[config.mk]
export PLATFORM = sky130hd
export DESIGN_NAME = sample_iter_flat
export DESIGN_NICKNAME = d
export VERILOG_FILES = /design/src/rtl/sample_iter_if.sv /design/src/rtl/sample_iter.sv /design/src/flat_wrapper.sv
export SDC_FILE = /design/constraint.sdc
export NUM_CORES = 1
export LEC_CHECK = 0
export BUFFER_PORTS_ARGS = -buffer_cell sky130_fd_sc_hd__buf_2
export CAP_MARGIN = 40
export CORE_MARGIN = 4
export CORE_UTILIZATION = 24
export CTS_BUF_LIST = sky130_fd_sc_hd__clkbuf_4
export CTS_CLUSTER_DIAMETER = 200
export DETAILED_ROUTE_END_ITERATION = 12
export GPL_TIMING_DRIVEN = 0
export PLACE_DENSITY = 0.53
export REMOVE_ABC_BUFFERS = 1
export SLEW_MARGIN = 10
export SYNTH_ARGS = -nofsm -noshare
export SYNTH_HDL_FRONTEND = slang
export SYNTH_SLANG_ARGS = --single-unit
[constraint.sdc]
create_clock -name clk -period 12.2 [get_ports clk]
set_input_delay 2.44 -clock clk [delete_from_list [all_inputs] [get_ports clk]]
set_output_delay 2.44 -clock clk [all_outputs]
set_load 0.005 [all_outputs]
[src/rtl/sample_iter_if.sv]
// Bus between the bounding-box stage (R13), the sample iterator and the
// downstream jitter/sample test (R14).
interface sample_iter_if #(
  parameter int SIGFIG  = 24,
  parameter int VERTS   = 3,
  parameter int AXIS    = 3,
  parameter int COLORS  = 3,
  parameter int SAMPLES = 2
);
  // Handshake: a triangle transfers on a rising clk edge where
  // validTri_R13H && !halt_R13H; the producer holds its data while halted.
  logic [VERTS-1:0][AXIS-1:0][SIGFIG-1:0] tri_R13S;
  logic [COLORS-1:0][SIGFIG-1:0]          color_R13U;
  logic [1:0][1:0][SIGFIG-1:0]            box_R13S;
  logic                                   validTri_R13H;
  logic [3:0]                             subSample_R13U;
  logic                                   halt_R13H;
  logic [VERTS-1:0][AXIS-1:0][SIGFIG-1:0] tri_R14S;
  logic [COLORS-1:0][SIGFIG-1:0]          color_R14U;
  logic [SAMPLES-1:0][1:0][SIGFIG-1:0]    sample_R14S;
  logic [SAMPLES-1:0]                     validSamp_R14H;

  modport master (
    output tri_R13S, color_R13U, box_R13S, validTri_R13H, subSample_R13U,
    input  halt_R13H, tri_R14S, color_R14U, sample_R14S, validSamp_R14H
  );

  modport slave (
    input  tri_R13S, color_R13U, box_R13S, validTri_R13H, subSample_R13U,
    output halt_R13H, tri_R14S, color_R14U, sample_R14S, validSamp_R14H
  );
endinterface

[src/rtl/sample_iter.sv]
// Walks a triangle's bounding box row-major, emitting SAMPLES sample points per cycle.
// Optional counters enabled by defining SAMPLE_ITER_STATS_EN.
module sample_iter #(
  parameter int SIGFIG  = 24,
  parameter int RADIX   = 10,
  parameter int VERTS   = 3,
  parameter int AXIS    = 3,
  parameter int COLORS  = 3,
  parameter int SAMPLES = 2
) (
  input  logic clk,
  input  logic rst,
  sample_iter_if.slave bus,
  output logic state_dbg
`ifdef SAMPLE_ITER_STATS_EN
  ,
  output logic [31:0] tri_count_R14U,
  output logic [31:0] samp_count_R14U
`endif
);
  typedef enum logic {WAIT = 1'b0, TEST = 1'b1} state_t;

  localparam logic signed [SIGFIG-1:0] STEP_1X  = SIGFIG'(1 << RADIX);
  localparam logic signed [SIGFIG-1:0] STEP_4X  = SIGFIG'(1 << (RADIX - 1));
  localparam logic signed [SIGFIG-1:0] STEP_16X = SIGFIG'(1 << (RADIX - 2));
  localparam logic signed [SIGFIG-1:0] STEP_64X = SIGFIG'(1 << (RADIX - 3));

  state_t state;
  logic signed [SIGFIG-1:0] cur_x, cur_y, ll_x, ur_x, ur_y, step;
  logic [VERTS-1:0][AXIS-1:0][SIGFIG-1:0] tri_q;
  logic [COLORS-1:0][SIGFIG-1:0]          color_q;

  logic signed [SIGFIG-1:0] in_llx, in_lly, in_urx, in_ury, step_in;
  logic signed [SIGFIG-1:0] lx, next_x;
  logic [SAMPLES-1:0][1:0][SIGFIG-1:0] samp;
  logic [SAMPLES-1:0] samp_valid;
  logic row_end, last, halt, transfer, degenerate;

  assign in_llx = $signed(bus.box_R13S[0][0]);
  assign in_lly = $signed(bus.box_R13S[0][1]);
  assign in_urx = $signed(bus.box_R13S[1][0]);
  assign in_ury = $signed(bus.box_R13S[1][1]);
  assign degenerate = (in_urx < in_llx) || (in_ury < in_lly);

  always_comb begin
    unique case (bus.subSample_R13U)
      4'b0100: step_in = STEP_4X;
      4'b0010: step_in = STEP_16X;
      4'b0001: step_in = STEP_64X;
      default: step_in = STEP_1X;
    endcase
  end

  // Lanes are spaced by step; the running sum past the last lane is the next cur_x.
  always_comb begin
    lx         = cur_x;
    samp       = '0;
    samp_valid = '0;
    for (int k = 0; k < SAMPLES; k++) begin
      if (state == TEST) begin
        samp[k][0]    = lx;
        samp[k][1]    = cur_y;
        samp_valid[k] = (lx <= ur_x);
      end
      lx = lx + step;
    end
    next_x = lx;
  end

  assign row_end  = next_x > ur_x;
  assign last     = (state == TEST) && row_end && ((cur_y + step) > ur_y);
  assign halt     = (state == TEST) && !last;
  assign transfer = bus.validTri_R13H && !halt;

  assign bus.halt_R13H      = halt;
  assign bus.tri_R14S       = tri_q;
  assign bus.color_R14U     = color_q;
  assign bus.sample_R14S    = samp;
  assign bus.validSamp_R14H = samp_valid;
  assign state_dbg          = state;

  always_ff @(posedge clk or negedge rst) begin
    if (!rst) begin
      state   <= WAIT;
      cur_x   <= '0;
      cur_y   <= '0;
      ll_x    <= '0;
      ur_x    <= '0;
      ur_y    <= '0;
      step    <= '0;
      tri_q   <= '0;
      color_q <= '0;
    end else if (state == WAIT || last) begin
      // Degenerate boxes are consumed without producing samples.
      if (transfer && !degenerate) begin
        state   <= TEST;
        tri_q   <= bus.tri_R13S;
        color_q <= bus.color_R13U;
        ll_x    <= in_llx;
        ur_x    <= in_urx;
        ur_y    <= in_ury;
        step    <= step_in;
        cur_x   <= in_llx;
        cur_y   <= in_lly;
      end else begin
        state <= WAIT;
      end
    end else if (row_end) begin
      cur_x <= ll_x;
      cur_y <= cur_y + step;
    end else begin
      cur_x <= next_x;
    end
  end

`ifdef SAMPLE_ITER_STATS_EN
  always_ff @(posedge clk or negedge rst) begin
    if (!rst) begin
      tri_count_R14U  <= '0;
      samp_count_R14U <= '0;
    end else begin
      if (transfer && !degenerate) tri_count_R14U <= tri_count_R14U + 32'd1;
      samp_count_R14U <= samp_count_R14U + 32'($countones(samp_valid));
    end
  end
`endif
endmodule

[src/flat_wrapper.sv]
// flat-port wrapper written by rule: the top's interface ports become plain ports
module sample_iter_flat 
#(
  parameter int SIGFIG  = 24,
  parameter int RADIX   = 10,
  parameter int VERTS   = 3,
  parameter int AXIS    = 3,
  parameter int COLORS  = 3,
  parameter int SAMPLES = 2
)
  (clk, rst, state_dbg, bus_tri_R13S, bus_color_R13U, bus_box_R13S, bus_validTri_R13H, bus_subSample_R13U, bus_halt_R13H, bus_tri_R14S, bus_color_R14U, bus_sample_R14S, bus_validSamp_R14H);
  sample_iter_if #(.SIGFIG(SIGFIG), .VERTS(VERTS), .AXIS(AXIS), .COLORS(COLORS), .SAMPLES(SAMPLES)) bus_i ();
  input  logic clk;
  input  logic rst;
  output logic state_dbg;
  input wire logic [$bits(bus_i.tri_R13S)-1:0] bus_tri_R13S;
  input wire logic [$bits(bus_i.color_R13U)-1:0] bus_color_R13U;
  input wire logic [$bits(bus_i.box_R13S)-1:0] bus_box_R13S;
  input wire logic [$bits(bus_i.validTri_R13H)-1:0] bus_validTri_R13H;
  input wire logic [$bits(bus_i.subSample_R13U)-1:0] bus_subSample_R13U;
  output wire logic [$bits(bus_i.halt_R13H)-1:0] bus_halt_R13H;
  output wire logic [$bits(bus_i.tri_R14S)-1:0] bus_tri_R14S;
  output wire logic [$bits(bus_i.color_R14U)-1:0] bus_color_R14U;
  output wire logic [$bits(bus_i.sample_R14S)-1:0] bus_sample_R14S;
  output wire logic [$bits(bus_i.validSamp_R14H)-1:0] bus_validSamp_R14H;
  assign bus_i.tri_R13S = bus_tri_R13S;
  assign bus_i.color_R13U = bus_color_R13U;
  assign bus_i.box_R13S = bus_box_R13S;
  assign bus_i.validTri_R13H = bus_validTri_R13H;
  assign bus_i.subSample_R13U = bus_subSample_R13U;
  assign bus_halt_R13H = bus_i.halt_R13H;
  assign bus_tri_R14S = bus_i.tri_R14S;
  assign bus_color_R14U = bus_i.color_R14U;
  assign bus_sample_R14S = bus_i.sample_R14S;
  assign bus_validSamp_R14H = bus_i.validSamp_R14H;
  sample_iter #(.SIGFIG(SIGFIG), .RADIX(RADIX), .VERTS(VERTS), .AXIS(AXIS), .COLORS(COLORS), .SAMPLES(SAMPLES)) u_core (.clk(clk), .rst(rst), .bus(bus_i), .state_dbg(state_dbg));
endmodule
==> impl_metrics.py <==
metrics = {
    "global_route": {
        "overflow": 0,
        "grt_usage": 0.172,
        "grt_pass1_wl_mm": 115,
        "grt_antenna_before_repair": 49,
        "grt_pass1_vias": 17400,
        "grt_max_degree": 98,
    },
    "critical_path": {
        "arrival_ps": 7650,
        "endpoint_kind": "output port",
        "worstPathRequired_ps": 9760,
        "path_class": "flop to output port",
        "startpoint_type": "flop",
        "crit_fanout": 25,
    },
    "clock_network": {
        "cts.sinks": 413,
        "cts_hold_buf": 0,
        "clk_pin_slew_ps": 60,
        "ctsRootBufferMaster": "clkbuf_4",
        "cts_tree": "built",
        "cts_buffer_depth": 3,
        "htree_levels": 3,
        "cts_resized": 0,
        "cts_made_buffers": 121,
        "post_cts_buffers": 0,
        "clock_latency_ps": 940,
    },
    "synth": {
        "syn_area_per_cell_sq_um": 11.9,
        "seq_area_frac_synth": 0.498,
        "synthArstFlopShare": 1.00,
        "syn_inst": 1745,
        "synth_seq_cells": 413,
        "syn_area_sq_um": 20800,
        "synth-edff-count": 0,
        "synthDistinctLibCells": 62,
        "synth_flop_cell": "dfrtp_1",
        "yosys_warnings": 0,
    },
    "power_and_ir_drop": {
        "swShare": 0.417,
        "combPwrFrac": 0.518,
        "finalPower_mw": 7.85,
        "p_sw_mw": 3.27,
        "power_density_nw_per_um2": 283,
        "p_leak_nw": 13.7,
        "p_clk_frac": 0.165,
        "seqPwrFrac": 0.316,
        "peakVddDrop_v": 0.000121,
        "intPower_mw": 4.58,
    },
    "route": {
        "first_iter_violations": 854,
        "drt-vias-per-instance": 4.38,
        "met1Wirelength_mm": 32.9,
        "dr.pass1.iters": 8,
        "wl_met3_mm": 7.23,
        "wl_per_cell_microns": 20.8,
        "route.met2.wl_mm": 37.5,
        "drc": 0,
        "num_vias": 16800,
        "final_antenna_net_count": 0,
        "top_layer_used": "met5",
        "wl_mm": 79.8,
    },
    "timing": {
        "fmax_mhz": 99.1,
        "final.min_clock_period_ps": 10090,
        "worstMarginPinSlew_ps": 800,
        "slew_viol_final": 0,
        "setup_slack_ps": 2110,
        "relSlewSlack": 0.466,
        "worst_hold_slack_ps": 479,
        "setup_violations": 0,
        "post-route-period-util": 0.827,
        "rsz0062_at_grt": "no",
        "hold_viol": 0,
        "clock_skew_ps": 70.5,
        "setup-tns-final_ps": 0,
    },
    "placement": {
        "port-buffer-count": 778,
        "gp_congestion": 0.850,
        "pre_cts_ws_ps": 3030,
        "dp_hpwl_mm": 65.3,
        "place_inst": 3606,
    },
    "floorplan": {
        "die_w_microns": 302,
        "io_pins": 779,
        "core-area_sq_um": 85500,
        "initial_core_util": 0.243,
        "fp.dieH_microns": 302,
        "num_rows": 107,
        "dieArea_sq_um": 91300,
    },
    "final_layout": {
        "nets": 3119,
        "layout-drive-gt1-share": 0.398,
        "instances_no_fill": 3840,
        "area_growth_pct": 33.5,
        "final_common_cell": "buf_2",
        "fillerInstances": 8877,
        "final_cell_mix": "buf_2 (778), dfrtp_1 (412), mux2_1 (276), clkbuf_4 (170), inv_1 (151)",
    },
    "flow_run": {
        "maxCapViolCount": 0,
    },
    "worst_hold_path": {
        "min_path_type": "flop to flop",
    },
    "status": {
        "outcome": "finished clean",
    },
}
==> routing by layer <==
layer  GRT usage  vias up
met5           0        -
met3      0.0632      150
met1       0.211     8119
met4      0.0550       32
met2       0.279      635
li1            -     7884
==> synthesized netlist by cell type (11+ instances only) <==
| master | count | share of area |
|---|---|---|
| nand2_1 | 98 | 0.018 |
| mux2_2 | 41 | 0.022 |
| ha_1 | 140 | 0.084 |
| o21ai_0 | 78 | 0.019 |
| buf_2 | 16 | 0.0039 |
| buf_4 | 61 | 0.022 |
| mux2i_1 | 18 | 0.0087 |
| inv_1 | 151 | 0.027 |
| nand4_1 | 34 | 0.010 |
| a21o_1 | 34 | 0.012 |
| nand3_1 | 22 | 0.0053 |
| xnor2_1 | 35 | 0.015 |
| and2_1 | 60 | 0.018 |
| nor2b_1 | 19 | 0.0057 |
| a222oi_1 | 18 | 0.0087 |
| a21oi_1 | 47 | 0.011 |
| nor2_1 | 33 | 0.0060 |
| clkbuf_1 | 25 | 0.0045 |
| xor2_1 | 11 | 0.0046 |
| mux2_1 | 276 | 0.15 |
| dfrtp_1 | 413 | 0.50 |
| o221a_2 | 11 | 0.0060 |
==> registers in the layout (all words and copies together) (netlist names) <==
name / count
u_core.ur_x: 24
u_core.cur_x: 24
u_core.state_dbg: 1
u_core.step: 4
u_core.cur_y: 24
u_core.bus.color_R14U: 72
u_core.ur_y: 24
u_core.ll_x: 24
u_core.bus.tri_R14S: 216
==> metrics by stage <==
step                      utilization  cell area (sq um)
final                           0.324              27700
after CTS                       0.324              27700
after detailed placement        0.306              26200
after global placement          0.297              25400
after global routing            0.324              27700
after floorplan                     -              20100
==> final cells by class <==
type | instances | area [sq um] | share of cell area
antenna | 18 | 45.0 | 0.00162
clock buffer | 170 | 1280 | 0.0460
clock inverter | 46 | 218 | 0.00785
inverter | 151 | 567 | 0.0204
multi-input combinational | 1077 | 9230 | 0.333
sequential | 413 | 10300 | 0.373
tap | 1144 | 1430 | 0.0516
timing repair buffer | 821 | 4620 | 0.167
==> critical path, cell delays in order (launching register included) <==
cell	delay, ps
dfrtp_1	500
ha_1	220
inv_1	60
fa_1	560
inv_1	110
ha_1	280
a21o_1	100
nand2_1	70
a21boi_0	250
o21ai_0	240
or4_4	550
nor4b_1	370
xor2_1	200
ha_1	350
nand4_1	160
nor4_1	520
o31ai_1	120
a221oi_1	380
buf_2	240
a21bo_2	260
nand2_2	560
inv_1	360
buf_2	230
==> power by group through the flow <==
stage	Combinational [mW]	Sequential (mW)	Clock, mW
5_1_grt	4.52	2.57	1.44
3_3_place_gp	4.19	2.52	0
6_report	4.07	2.48	1.30
4_1_cts	4.17	2.48	1.36
3_5_place_dp	4.14	2.50	0
2_1_floorplan	2.24	2.48	0
==> logic make-up (layout without fill, tap and decap cells) <==
logic type	Yosys count	in the layout	synth area share
other	0	18	0
and+or+nand+nor	311	311	0.0779
buffers and inverters	255	1188	0.0581
adders and majority gates	143	143	0.0873
AOI/OAI and AO/OA	242	242	0.0790
muxes	335	335	0.181
xor gates and xnor gates	46	46	0.0194
DFF	413	413	0.498
==> path summary, 6_finish.rpt <==
path,slack [ps],from,endpoint,cells past startpoint
worst max-delay path,2110,u_core.step[7],bus_halt_R13H,22
worst min-delay path,480,u_core.bus.tri_R14S[185],u_core.bus.tri_R14S[185],1
worst max register to register,4100,u_core.step[7],u_core.bus.tri_R14S[140],29
worst min register to register,480,u_core.bus.tri_R14S[185],u_core.bus.tri_R14S[185],1
max in group asynchronous,8970,rst,u_core.bus.tri_R14S[140],5
min in group asynchronous,1420,rst,u_core.ur_x[12],1
Note: power is estimated with default switching activity, not from simulation.
